**src/rtl/dilithium_pkg.sv**
```systemverilog
// Shared Dilithium constants and the ExpandA controller state encoding.
package dilithium_pkg;

  localparam int DILITHIUM_N        = 256;
  localparam int DILITHIUM_SAMPLE_W = 23;
  localparam int DILITHIUM_BUS_W    = 4;

  // Matrix A dimensions per security level
  localparam int DILITHIUM2_K = 4;
  localparam int DILITHIUM2_L = 4;
  localparam int DILITHIUM3_K = 6;
  localparam int DILITHIUM3_L = 5;
  localparam int DILITHIUM5_K = 8;
  localparam int DILITHIUM5_L = 7;

  typedef enum logic [2:0] {
    ST_IDLE  = 3'd0,
    ST_SEED  = 3'd1,
    ST_RUN   = 3'd2,
    ST_FLUSH = 3'd3,
    ST_NEXT  = 3'd4,
    ST_DONE  = 3'd5
  } state_t;

endpackage

```
**src/rtl/expand_a_addr_gen.sv**
```systemverilog
// Row/column/beat counters for ExpandA and the linear beat address they imply.
module expand_a_addr_gen
  import dilithium_pkg::*;
#(
  parameter int K      = 6,
  parameter int L      = 5,
  parameter int BUS_W  = DILITHIUM_BUS_W,
  parameter int ADDR_W = 12
) (
  input  logic              clk,
  input  logic              rst,
  input  logic              clr_all,
  input  logic              beat_clr,
  input  logic              beat_inc,
  input  logic              poly_next,
  output logic [2:0]        idx_i,
  output logic [2:0]        idx_j,
  output logic              last_beat,
  output logic              last_poly,
  output logic [ADDR_W-1:0] addr
);

  localparam int BEATS  = DILITHIUM_N / BUS_W;
  localparam int BEAT_W = (BEATS > 1) ? $clog2(BEATS) : 1;

  logic [BEAT_W-1:0] beat;

  always_ff @(posedge clk) begin
    if (rst || clr_all) begin
      idx_i <= 3'd0;
      idx_j <= 3'd0;
      beat  <= '0;
    end else begin
      if (beat_clr)
        beat <= '0;
      else if (beat_inc)
        beat <= beat + BEAT_W'(1);
      // After the final polynomial both indices fold back to zero
      if (poly_next) begin
        if (idx_j == 3'(L - 1)) begin
          idx_j <= 3'd0;
          idx_i <= (idx_i == 3'(K - 1)) ? 3'd0 : idx_i + 3'd1;
        end else begin
          idx_j <= idx_j + 3'd1;
        end
      end
    end
  end

  assign last_beat = (beat == BEAT_W'(BEATS - 1));
  assign last_poly = (idx_i == 3'(K - 1)) && (idx_j == 3'(L - 1));
  assign addr      = ADDR_W'((int'(idx_i) * L + int'(idx_j)) * BEATS + int'(beat));

endmodule

```
**src/rtl/expand_a_ctrl.sv**
```systemverilog
// ExpandA controller: seeds the XOF per polynomial and streams sampler beats to memory.
// Optional busy-cycle counter on port cyc_cnt when EXPANDA_PERF_CNT_EN is defined.
module expand_a_ctrl
  import dilithium_pkg::*;
#(
  parameter int K        = 6,
  parameter int L        = 5,
  parameter int SAMPLE_W = DILITHIUM_SAMPLE_W,
  parameter int BUS_W    = DILITHIUM_BUS_W,
  parameter int ADDR_W   = 12
) (
  input  logic                      clk,
  input  logic                      rst,
  input  logic                      start,
  output logic                      busy,
  output logic                      done,
  output logic                      xof_start,
  output logic [15:0]               xof_nonce,
  input  logic                      xof_ack,
  output logic                      xof_abort,
  output logic                      smp_flush,
  input  logic                      smp_valid,
  output logic                      smp_ready,
  input  logic [SAMPLE_W*BUS_W-1:0] smp_data,
  output logic                      mem_we,
  output logic [ADDR_W-1:0]         mem_addr,
  output logic [SAMPLE_W*BUS_W-1:0] mem_wdata,
  input  logic                      mem_stall,
`ifdef EXPANDA_PERF_CNT_EN
  output logic [31:0]               cyc_cnt,
`endif
  output state_t                    dbg_state
);

  state_t            state, state_nxt;
  logic              accept, last_beat, last_poly, rst_mid;
  logic [2:0]        idx_i, idx_j;
  logic [ADDR_W-1:0] beat_addr;

  always_ff @(posedge clk) begin
    if (rst) state <= ST_IDLE;
    else     state <= state_nxt;
  end

  always_comb begin
    state_nxt = state;
    case (state)
      ST_IDLE:  if (start) state_nxt = ST_SEED;
      ST_SEED:  if (xof_ack) state_nxt = ST_RUN;
      ST_RUN:   if (accept && last_beat) state_nxt = ST_FLUSH;
      ST_FLUSH: state_nxt = ST_NEXT;
      ST_NEXT:  state_nxt = last_poly ? ST_DONE : ST_SEED;
      ST_DONE:  state_nxt = ST_IDLE;
      default:  state_nxt = ST_IDLE;
    endcase
  end

  // Sampler handshake: a beat transfers on a rising edge where smp_valid and
  // smp_ready are both high; ready is only offered in RUN while memory can take a write.
  assign smp_ready = (state == ST_RUN) && !mem_stall;
  assign accept    = smp_valid && smp_ready;

  assign busy      = (state inside {ST_SEED, ST_RUN, ST_FLUSH, ST_NEXT});
  assign done      = (state == ST_DONE);
  assign xof_start = (state == ST_SEED);
  assign xof_nonce = {5'd0, idx_i, 5'd0, idx_j};
  assign dbg_state = state;

  // A reset that interrupts a run leaves sampler/XOF state behind; clean it up
  // on the first cycle out of reset.
  always_ff @(posedge clk) begin
    if (rst) rst_mid <= rst_mid || (state != ST_IDLE);
    else     rst_mid <= 1'b0;
  end

  assign xof_abort = (state == ST_FLUSH) || (rst_mid && !rst);
  assign smp_flush = xof_abort;

  // Write stage: a pending write is held while memory stalls.
  always_ff @(posedge clk) begin
    if (rst) begin
      mem_we    <= 1'b0;
      mem_addr  <= '0;
      mem_wdata <= '0;
    end else if (accept) begin
      mem_we    <= 1'b1;
      mem_addr  <= beat_addr;
      mem_wdata <= smp_data;
    end else if (!mem_stall) begin
      mem_we    <= 1'b0;
    end
  end

  expand_a_addr_gen #(
    .K      (K),
    .L      (L),
    .BUS_W  (BUS_W),
    .ADDR_W (ADDR_W)
  ) u_addr_gen (
    .clk       (clk),
    .rst       (rst),
    .clr_all   ((state == ST_IDLE) && start),
    .beat_clr  ((state == ST_SEED) && xof_ack),
    .beat_inc  (accept),
    .poly_next (state == ST_NEXT),
    .idx_i     (idx_i),
    .idx_j     (idx_j),
    .last_beat (last_beat),
    .last_poly (last_poly),
    .addr      (beat_addr)
  );

`ifdef EXPANDA_PERF_CNT_EN
  always_ff @(posedge clk) begin
    if (rst)
      cyc_cnt <= '0;
    else if ((state == ST_IDLE) && start)
      cyc_cnt <= '0;
    else if (busy && (cyc_cnt != 32'hFFFF_FFFF))
      cyc_cnt <= cyc_cnt + 32'd1;
  end
`endif

endmodule

```
**config.mk**
```make
export PLATFORM = sky130hd
export DESIGN_NAME = expand_a_ctrl
export DESIGN_NICKNAME = d
export VERILOG_FILES = /design/src/rtl/dilithium_pkg.sv /design/src/rtl/expand_a_addr_gen.sv /design/src/rtl/expand_a_ctrl.sv
export SDC_FILE = /design/constraint.sdc
export NUM_CORES = 1
export LEC_CHECK = 0
export CAP_MARGIN = 20
export CORE_MARGIN = 2
export CORE_UTILIZATION = 35
export CTS_BUF_LIST = sky130_fd_sc_hd__clkbuf_4 sky130_fd_sc_hd__clkbuf_8
export DETAILED_ROUTE_END_ITERATION = 12
export PLACE_DENSITY = 0.71
export SLEW_MARGIN = 20
export SYNTH_ARGS = -nofsm -noshare
export SYNTH_HDL_FRONTEND = slang
export SYNTH_SLANG_ARGS = --single-unit
```
**constraint.sdc**
```tcl
create_clock -name clk -period 1.9 [get_ports clk]
set_input_delay 0.38 -clock clk [delete_from_list [all_inputs] [get_ports clk]]
set_output_delay 0.38 -clock clk [all_outputs]
set_load 0.01 [all_outputs]
```
==> results.toml <==
[synthesis]
yosys-top-cells-count = "211 x nand2_1, 121 x dfxtp_1, 112 x a21oi_1, 21 x clkbuf_1, 16 x buf_4"
synth_cell_types = 40
ys.flop_type = "dfxtp_1"
syn-instance-count = 578
synth_area_leaders = "dfxtp_1 52%, nand2_1 17%, a21oi_1 12%, ha_1 3.2%, buf_4 2.6%"
postSynth.asyncResetShare = 0
yosysWarnings = 0
synth-seq-cells = 121
synth-edff-count = 0
yosys.area.top_type_share = 0.5189
ys_seq_area_frac = 0.5189
yosysMostFrequentCell = "nand2_1"
netlist_area_sq_um = 4668
yosys.area.top_type = "dfxtp_1"
avgSynthCellArea_sq_um = 8.077

[floorplanning]
start_util = 0.3553
die_w_um = 119.5
num_io_pins = 228
die_h_um = 119.5
die_area_sq_um = 14280
rows = 42
core_area_sq_um = 13140

[clock_network]
clk_pin_slew_ns = 0.07
clock_path_buffers = 2
cts_sinks = 121
cts_buffers = 17
post_cts_buffers = 0
cts_tree = "done"
cts_root_buffer = "clkbuf_8"
clk_latency_ns = 0.43
holdBufCountCts = 0
htreeDepth = 4

[place]
place_area_sq_um = 7101
numPortBuffers = 217
gp_congestion = 0.8403
dp_hpwl_mm = 9.466

[global_routing]
grt_pass1_vias = 4369
antenna_found_initial = 0
grt_pass1_wl_mm = 20.97
gr-usage-all-layers = 0.1843
grt_overflow = 0
grt_max_degree = 110

[run_status]
status = "finished, final reports clean"

[final_layout]
drive_gt1_frac = 0.09689
final_cell_area_sq_um = 7438
final_nets = 907
area_growth_pct = 59.34
antenna_cells = 0
utilization = 0.5662
n_fill_cell = 1187

[min_path]
hp-class = "reg2reg"

[detailed_routing]
drc_errors = 0
drt_iter0_drc = 266
dr_total_vias = 4621
ant_nets = 0
drt-wirelength-per-cell_um = 13.32
drtPass1Iterations = 4
viasPerCell = 4.710
finalWirelength_mm = 13.07

[sta]
slew_viol_final = 0
finalHoldViolations = 0
fin_crit_sh = 0.9971
setup_viol = 0
skew_ns = 0.008034
rsz0062_at_grt = "yes"
clock.fmax_mhz = 527.8
period_minus_slack_ns = 1.895

[worst_setup_path]
timing.critical_path.required_ns = 2.21
rrSetupSlack_ns = 0.005
criticalPathCategory = "reg2reg"
cp-end-kind = "register"
crit_fanout = 3
cp-start-kind = "register"
cp.arrival_ns = 2.21

[pwr]
leakage_uw = 0.002694
power_uw = 5174
ir_drop_mv = 0.4600
p_per_area_nw_per_um2 = 695.6

[flow_run]
max_cap_violations = 0
cell usage in the layout (no fill, tap or decap), types with 3 or more instances in the layout:
| cell type | Yosys | routed |
|---|---|---|
| dfxtp_2 | 0 | 4 |
| nand2_1 | 211 | 211 |
| dlymetal6s2s_1 | 0 | 4 |
| ha_1 | 12 | 10 |
| nand3_1 | 4 | 4 |
| xnor2_1 | 6 | 6 |
| clkbuf_8 | 0 | 19 |
| dfxtp_1 | 121 | 116 |
| clkinv_2 | 0 | 5 |
| nor2_1 | 14 | 12 |
| inv_1 | 6 | 6 |
| a21o_1 | 3 | 3 |
| clkdlybuf4s50_1 | 0 | 205 |
| conb_1 | 1 | 10 |
| a21oi_1 | 112 | 111 |
| clkbuf_4 | 0 | 4 |
| buf_4 | 16 | 18 |
| nor3_1 | 4 | 3 |
| buf_12 | 0 | 6 |
routing by layer:
metal / routed length [um] / vias up / track usage
met1: 5481 / 2108 / 0.2176
met3: 1184 / 20 / 0.07510
met5: 0 / - / 0
li1: - / 2299 / -
met4: 210 / 0 / 0.06838
met2: 6194 / 194 / 0.3007
critical path, stage by stage, from the launching register on:
cell and delay (ns):
dfxtp_4 0.36, ha_4 0.27, ha_4 0.20, ha_1 0.27, a21o_1 0.13, a21oi_2 0.05, and4_1 0.19, a311o_1 0.31
metrics by stage:
| step | worst slack, ns | std cells | hold slack (ns) | setup TNS (ns) |
|---|---|---|---|---|
| finish | 0.005483 | 981 | 0.4528 | 0 |
| global route | -0.04418 | 981 | 0.4671 | -0.04429 |
| CTS | -0.05746 | 981 | 0.4534 | -0.07893 |
| detailed placement | -0.04615 | 953 | 0.4466 | -1.003 |
| global placement | -0.009376 | 953 | 0.4408 | -0.01109 |
| floorplan | 0.006236 | 587 | 0.4428 | 0 |
cell type report:
class / instances / area, sq um / area share
Inverter: 6 / 22.52 / 0.003028
Clock inverter: 5 / 25.02 / 0.003364
Clock buffer: 23 / 291.5 / 0.03919
Sequential cell: 121 / 2431 / 0.3268
Tap cell: 176 / 220.2 / 0.02960
Multi-Input combinational cell: 410 / 2041 / 0.2743
Timing Repair Buffer: 240 / 2407 / 0.3236
registers in the layout (all words and copies together) (netlist names):
register and count:
rst_mid 1, mem_addr 12, u_addr_gen.beat 6, u_addr_gen.idx_i 3, dbg_state 3, mem_we 1, u_addr_gen.idx_j 3, mem_wdata 92
repair_timing:
action	4_1_cts	5_1_grt
setup endpoints to repair	9	13
pin swaps	1	3
gates resized for setup	19	16
path summary, 6_finish.rpt:
| path | from | end | cells after the start |
|---|---|---|---|
| hold / removal | mem_wdata[39]$_SDFFE_PP0P_ | mem_wdata[39]$_SDFFE_PP0P_ | 2 |
| hold reg to reg | mem_wdata[39]$_SDFFE_PP0P_ | mem_wdata[39]$_SDFFE_PP0P_ | 2 |
| setup reg to reg | u_addr_gen.idx_i[0]$_SDFFE_PP0P_ | mem_addr[10]$_SDFFE_PP0P_ | 7 |
| setup / recovery | u_addr_gen.idx_i[0]$_SDFFE_PP0P_ | mem_addr[10]$_SDFFE_PP0P_ | 7 |
logic make-up (layout without fill, tap and decap cells):
family          after synthesis  in the layout  share of synthesized area
compound gates              126            126                     0.1421
xor+xnor                      8              8                    0.01501
fa+ha+maj                    13             13                    0.03645
buf+inv                      56            274                    0.06406
flops                       121            121                     0.5189
mux                           1              1                   0.002144
other cells                   1             10                  0.0008033
simple gates                252            252                     0.2206
power breakdown:
part,switching [uW],internal (uW),total [uW]
clock,909,985,1890
combinational,293,374,667
sequential,24.8,2590,2610
Note: power is estimated with default switching activity, not from simulation.
